--- config.mk ---
export PLATFORM = sky130hd
export DESIGN_NAME = program_loader
export DESIGN_NICKNAME = d
export VERILOG_FILES = /design/src/rtl/program_loader.sv
export SDC_FILE = /design/constraint.sdc
export NUM_CORES = 1
export LEC_CHECK = 0
export BUFFER_PORTS_ARGS = -buffer_cell sky130_fd_sc_hd__buf_2
export CORE_MARGIN = 2
export CORE_UTILIZATION = 55
export DETAILED_ROUTE_END_ITERATION = 10
export GPL_TIMING_DRIVEN = 0
export PLACE_DENSITY = 0.73
export SLEW_MARGIN = 20
export SYNTH_ARGS = -nofsm -noshare
export SYNTH_HDL_FRONTEND = slang
export SYNTH_SLANG_ARGS = --single-unit
--- constraint.sdc ---
create_clock -name clk -period 2.15 [get_ports clk]
set_input_delay 0.215 -clock clk [delete_from_list [all_inputs] [get_ports clk]]
set_output_delay 0.215 -clock clk [all_outputs]
set_load 0.1 [all_outputs]
--- src/rtl/program_loader.sv ---
// program_loader: 16 x 8 instruction store with a byte-serial load port and
// the boot sequencer that keeps the downstream CPU in reset until a program
// load (or an explicit run request) has completed.
module program_loader #(
    parameter int RELEASE_DELAY = 2
) (
    input  logic       clk,
    input  logic       n_rst,
    input  logic       load_start,
    input  logic       run_start,
    input  logic       load_valid,
    input  logic [7:0] load_data,
    output logic       load_ready,
    input  logic [3:0] addr,
    output logic [3:0] opecode,
    output logic [3:0] imm,
    output logic       cpu_n_rst,
    output logic [4:0] load_count
);

    typedef enum logic [1:0] {HOLD, LOAD, WAIT, RUN} state_t;

    // Last WAIT count before release; WAIT always starts from cnt = 0.
    localparam logic [3:0] CNT_LAST = 4'(RELEASE_DELAY - 1);

    state_t           state, state_nxt;
    logic [15:0][7:0] mem;
    logic [3:0]       wptr;
    logic [3:0]       cnt;
    logic             accept;

    // A byte presented together with load_start is dropped by the restart.
    assign accept = (state == LOAD) && load_valid && !load_start;

    // Combinational program fetch; a same-cycle write is not visible yet.
    assign opecode = mem[addr][7:4];
    assign imm     = mem[addr][3:0];

    // State register; cpu_n_rst is registered off the next state so it
    // rises on the edge entering RUN and falls on the edge leaving it.
    always_ff @(posedge clk or negedge n_rst) begin
        if (!n_rst) begin
            state     <= HOLD;
            cpu_n_rst <= 1'b0;
        end else begin
            state     <= state_nxt;
            cpu_n_rst <= (state_nxt == RUN);
        end
    end

    // Next-state and load handshake decode; load_start dominates everywhere.
    always_comb begin
        state_nxt  = state;
        load_ready = 1'b0;
        case (state)
            HOLD: begin
                if (load_start)     state_nxt = LOAD;
                else if (run_start) state_nxt = WAIT;
            end
            LOAD: begin
                load_ready = 1'b1;
                if (accept && wptr == 4'd15) state_nxt = WAIT;
            end
            WAIT: begin
                if (load_start)            state_nxt = LOAD;
                else if (cnt == CNT_LAST)  state_nxt = RUN;
            end
            RUN: begin
                if (load_start) state_nxt = LOAD;
            end
            default: state_nxt = HOLD;
        endcase
    end

    // Write pointer, byte count and release counter.
    always_ff @(posedge clk or negedge n_rst) begin
        if (!n_rst) begin
            wptr       <= 4'd0;
            load_count <= 5'd0;
            cnt        <= 4'd0;
        end else begin
            if (load_start) begin
                wptr       <= 4'd0;
                load_count <= 5'd0;
            end else if (accept) begin
                wptr       <= wptr + 4'd1;
                load_count <= load_count + 5'd1;
            end
            cnt <= (state == WAIT) ? cnt + 4'd1 : 4'd0;
        end
    end

    // Program memory; cleared by reset, one byte written per accept.
    always_ff @(posedge clk or negedge n_rst) begin
        if (!n_rst) begin
            for (int i = 0; i < 16; i++) mem[i] <= 8'h00;
        end else if (accept) begin
            mem[wptr] <= load_data;
        end
    end

endmodule

==> report_table.html <==
<table>
<tr><th>Metric</th><th>Value</th></tr>
<tr><th colspan="2">Detailed routing</th></tr>
<tr><td>Via count of the routed design</td><td>3835</td></tr>
<tr><td>1st-pass router iterations</td><td>4</td></tr>
<tr><td>DRC Markers</td><td>0</td></tr>
<tr><td>Routed wire length per instance</td><td>20.4 µm</td></tr>
<tr><td>Detail-routed via count per cell</td><td>5.77</td></tr>
<tr><td>Number of nets with antenna violations after detailed routing</td><td>0</td></tr>
<tr><td>Drt total wl</td><td>13600 µm</td></tr>
<tr><td>Number of design-rule violations left by the first detailed-router iteration</td><td>200</td></tr>
<tr><th colspan="2">Clock tree</th></tr>
<tr><td>Clk Tree Root Cell</td><td>sky130_fd_sc_hd__clkbuf_16</td></tr>
<tr><td>Clock latency at the later pin of the worst-skew pair</td><td>0.42 ns</td></tr>
<tr><td>Clock slew at reported path FFs</td><td>0.06 ns</td></tr>
<tr><td>CTS Buf Count</td><td>17</td></tr>
<tr><td>Buffers from clock root to sink, at most</td><td>2</td></tr>
<tr><td>Count of H-tree levels built during CTS</td><td>4</td></tr>
<tr><td>CTS tree</td><td>built</td></tr>
<tr><td>Count of clock tree sinks</td><td>144</td></tr>
<tr><th colspan="2">Worst hold path</th></tr>
<tr><td>Worst hold path class</td><td>input port to register</td></tr>
<tr><th colspan="2">STA</th></tr>
<tr><td>Setup Skew</td><td>0.00703 ns</td></tr>
<tr><td>Worst setup margin</td><td>0.0329 ns</td></tr>
<tr><td>Min cycle time layout</td><td>2.12 ns</td></tr>
<tr><td>Actual slew at the worst max-slew pin</td><td>0.733 ns</td></tr>
<tr><td>Highest clock rate</td><td>472 MHz</td></tr>
<tr><td>Final hold slack</td><td>0.0368 ns</td></tr>
<tr><td>Setup-violating endpoint count in the final report</td><td>0</td></tr>
<tr><td>Setup TNS</td><td>0 ns</td></tr>
<tr><td>Count of pins over their slew limit</td><td>0</td></tr>
<tr><td>Max-slew headroom</td><td>51.0%</td></tr>
<tr><td>Endpoints failing hold</td><td>0</td></tr>
<tr><td>Post-route clock period utilization</td><td>98.5%</td></tr>
<tr><th colspan="2">Worst setup path</th></tr>
<tr><td>Slowest cell on the critical path</td><td>sky130_fd_sc_hd__mux4_2</td></tr>
<tr><td>Critical path type</td><td>register to output pin</td></tr>
<tr><td>Worst path bufs/invs</td><td>1</td></tr>
<tr><td>Largest fanout on the critical path</td><td>2</td></tr>
<tr><td>Arrival @ worst endpoint</td><td>1.90 ns</td></tr>
<tr><td>Max stage delay on crit path</td><td>0.48 ns</td></tr>
<tr><td>Critical path, cell by cell</td><td>mux4_2, a22oi_1, nand2_1, buf_4</td></tr>
<tr><td>Nature of the critical path startpoint</td><td>register</td></tr>
<tr><td>Type of element capturing the critical path</td><td>output pin</td></tr>
<tr><td>Dominant delay contributor by cell family on the critical path</td><td>multiplexers</td></tr>
<tr><td>Worst setup slack for register-to-register paths</td><td>0.33 ns</td></tr>
<tr><td>Critical path required time</td><td>1.93 ns</td></tr>
<tr><th colspan="2">Floorplanning</th></tr>
<tr><td>Core Rows</td><td>40</td></tr>
<tr><td>Die ar.</td><td>13300 µm²</td></tr>
<tr><td>Overall die height</td><td>115 µm</td></tr>
<tr><td>Count of pins on the block boundary</td><td>32</td></tr>
<tr><td>Initial core utilization</td><td>56.4%</td></tr>
<tr><td>Area of the core</td><td>12100 µm²</td></tr>
<tr><td>X dimension of the die</td><td>115 µm</td></tr>
<tr><th colspan="2">GRT</th></tr>
<tr><td>Vias in the first global route</td><td>3967</td></tr>
<tr><td>Global-route usage over all layers</td><td>22.2%</td></tr>
<tr><td>Total grt overflow</td><td>0</td></tr>
<tr><td>First-pass GRT wire length</td><td>21900 µm</td></tr>
<tr><td>Maximum number of pins on one net before global-route repair</td><td>96</td></tr>
<tr><td>Initial antenna violation count</td><td>0</td></tr>
<tr><th colspan="2">Placement</th></tr>
<tr><td>Routability congestion estimate</td><td>0.743</td></tr>
<tr><td>Half-perimeter wire length of the detailed placement result</td><td>9210 µm</td></tr>
<tr><td>Pre-CTS setup slack</td><td>-0.167 ns</td></tr>
<tr><td>Cell total after placement</td><td>632</td></tr>
<tr><td>Number of buffers inserted by port buffering</td><td>30</td></tr>
<tr><th colspan="2">Run</th></tr>
<tr><td>Max Cap Violations</td><td>0</td></tr>
<tr><th colspan="2">Synth</th></tr>
<tr><td>Main flop type after synthesis</td><td>sky130_fd_sc_hd__dfrtp_1</td></tr>
<tr><td>Synthesized instance count</td><td>433</td></tr>
<tr><td>Number of synthesized register bits</td><td>144</td></tr>
<tr><td>Synthesized area per cell</td><td>15.7 µm²</td></tr>
<tr><td>Yosys synthesis warning count</td><td>0</td></tr>
<tr><td>Synthesized net count</td><td>457</td></tr>
<tr><td>Register area share after synthesis</td><td>53.0%</td></tr>
<tr><td>Largest area contributor in the netlist</td><td>sky130_fd_sc_hd__dfrtp_1</td></tr>
<tr><td>Count of distinct cell types in the synthesized netlist</td><td>34</td></tr>
<tr><td>Most area-consuming cells after synthesis</td><td>sky130_fd_sc_hd__dfrtp_1, sky130_fd_sc_hd__mux2_2, sky130_fd_sc_hd__mux4_2</td></tr>
<tr><td>Share of the synthesized area in the top cell type</td><td>53.0%</td></tr>
<tr><td>Async set-reset flop share out of synthesis</td><td>100%</td></tr>
<tr><td>Post-synthesis instance area</td><td>6800 µm²</td></tr>
<tr><td>Number of flops mapped to enable cells by yosys</td><td>0</td></tr>
<tr><th colspan="2">Power</th></tr>
<tr><td>Leakage dissipation</td><td>3.80 nW</td></tr>
<tr><td>PwrDens</td><td>858 nW/µm²</td></tr>
<tr><td>Peak ir drop on the vdd network</td><td>0.430 mV</td></tr>
<tr><th colspan="2">Layout</th></tr>
<tr><td>Layout-stage area growth over the synthesis result</td><td>15.1%</td></tr>
<tr><td>Number of nets at the end of the flow</td><td>508</td></tr>
<tr><td>Final cell count without fillers</td><td>665</td></tr>
<tr><td>Antenna cell count</td><td>0</td></tr>
<tr><td>Layout cell share with drive strength beyond 1</td><td>50.7%</td></tr>
<tr><td>Fill cell count</td><td>853</td></tr>
<tr><th colspan="2">Status</th></tr>
<tr><td>Run status</td><td>completed</td></tr>
</table>
[kinds of logic after synthesis]
group	share of synthesized area, %
simple gates	6.68
compound gates	2.56
buf+inv	2.28
mux	33.4
xor+xnor	0.773
fa+ha+maj	1.29
flops	53.0
[final cells by class]
class | count | area, µm² | share of cell area, %
clock buffers | 28 | 527 | 6.73
clock inverters | 4 | 47.5 | 0.607
plain buffers | 27 | 151 | 1.93
flip-flops and latches | 144 | 3600 | 46.0
multi-input cells | 258 | 3050 | 39.0
inverters | 4 | 15.0 | 0.192
repair buffers | 32 | 223 | 2.85
well taps | 168 | 210 | 2.69
[metal layers]
| layer | vias up | wire [µm] | global-route usage (%) |
|---|---|---|---|
| li1 | 1719 | - | - |
| met5 | - | 0 | 0 |
| met1 | 2044 | 6370 | 31.3 |
| met3 | 17 | 387 | 4.59 |
| met4 | 0 | 199 | 7.23 |
| met2 | 55 | 6630 | 34.9 |
[cell usage in the layout, fill, tap and decap left out, types with 2 or more instances in the layout]
master | netlist | final
sky130_fd_sc_hd__a21oi_1 | 5 | 5
sky130_fd_sc_hd__a22oi_1 | 16 | 14
sky130_fd_sc_hd__a22oi_2 | 0 | 2
sky130_fd_sc_hd__buf_1 | 2 | 2
sky130_fd_sc_hd__buf_2 | 9 | 28
sky130_fd_sc_hd__buf_4 | 1 | 9
sky130_fd_sc_hd__buf_6 | 1 | 3
sky130_fd_sc_hd__clkbuf_1 | 13 | 15
sky130_fd_sc_hd__clkbuf_16 | 0 | 17
sky130_fd_sc_hd__clkbuf_2 | 0 | 3
sky130_fd_sc_hd__clkbuf_8 | 0 | 6
sky130_fd_sc_hd__clkinv_2 | 0 | 2
sky130_fd_sc_hd__dfrtp_1 | 144 | 144
sky130_fd_sc_hd__ha_1 | 7 | 7
sky130_fd_sc_hd__inv_1 | 4 | 4
sky130_fd_sc_hd__mux2_2 | 104 | 104
sky130_fd_sc_hd__mux2_4 | 24 | 24
sky130_fd_sc_hd__mux2i_1 | 2 | 2
sky130_fd_sc_hd__mux4_2 | 32 | 32
sky130_fd_sc_hd__nand2_1 | 10 | 10
sky130_fd_sc_hd__nand3_1 | 3 | 3
sky130_fd_sc_hd__nand3_2 | 2 | 2
sky130_fd_sc_hd__nand3_4 | 10 | 10
sky130_fd_sc_hd__nand4_2 | 4 | 4
sky130_fd_sc_hd__nand4b_1 | 2 | 2
sky130_fd_sc_hd__nor2_1 | 13 | 13
sky130_fd_sc_hd__nor2b_1 | 4 | 4
sky130_fd_sc_hd__o21ai_0 | 4 | 4
sky130_fd_sc_hd__or3_1 | 3 | 3
sky130_fd_sc_hd__xnor2_1 | 2 | 2
sky130_fd_sc_hd__xor2_1 | 4 | 4
[power by group]
group / internal (W) / switching, W / total, W
sequential: 0.00293 / 0.000115 / 0.00305
clock: 0.00177 / 0.00107 / 0.00284
combinational: 0.000362 / 0.000463 / 0.000826
[path summary, 6_finish.rpt]
path	from	to	cells past startpoint
max	mem[24]$_DFFE_PN0P_	imm[0]	4
max in group asynchronous	n_rst	mem[109]$_DFFE_PN0P_	3
min reg2reg	cnt[0]$_DFF_PN0_	cnt[0]$_DFF_PN0_	1
min	load_start	state[1]$_DFF_PN0_	2
max reg2reg	wptr[0]$_DFFE_PN0P_	mem[115]$_DFFE_PN0P_	4
min in group asynchronous	n_rst	mem[6]$_DFFE_PN0P_	2
[state kept, by name (all words and copies together) (netlist names)]
name	cells
cnt	4
cpu_n_rst	1
load_count	5
mem	128
state	2
wptr	4
[synth_stat cells (2+ instances only)]
cell type	instances
sky130_fd_sc_hd__a21oi_1	5
sky130_fd_sc_hd__a22oi_1	16
sky130_fd_sc_hd__buf_1	2
sky130_fd_sc_hd__buf_2	9
sky130_fd_sc_hd__clkbuf_1	13
sky130_fd_sc_hd__dfrtp_1	144
sky130_fd_sc_hd__ha_1	7
sky130_fd_sc_hd__inv_1	4
sky130_fd_sc_hd__mux2_2	104
sky130_fd_sc_hd__mux2_4	24
sky130_fd_sc_hd__mux2i_1	2
sky130_fd_sc_hd__mux4_2	32
sky130_fd_sc_hd__nand2_1	10
sky130_fd_sc_hd__nand3_1	3
sky130_fd_sc_hd__nand3_2	2
sky130_fd_sc_hd__nand3_4	10
sky130_fd_sc_hd__nand4_2	4
sky130_fd_sc_hd__nand4b_1	2
sky130_fd_sc_hd__nor2_1	13
sky130_fd_sc_hd__nor2b_1	4
sky130_fd_sc_hd__o21ai_0	4
sky130_fd_sc_hd__or3_1	3
sky130_fd_sc_hd__xnor2_1	2
sky130_fd_sc_hd__xor2_1	4
[metrics by stage]
stage	utilization, %	total power, W	area (µm²)
finish	64.9	0.00672	7830
global route	64.9	0.00696	7830
CTS	64.7	0.00675	7810
detailed placement	59.7	0.00390	7200
global placement	59.4	0.00384	7160
floorplan	-	0.00365	6800
[repair_timing]
item,in CTS,in global routing
hold buffers,1,0
cloned,0,0
buffers inserted,0,0
resized for setup,12,6
endpoints found under the setup margin,8,4
hold endpoints to repair,49,0
Note: power is estimated with default switching activity, not from simulation.
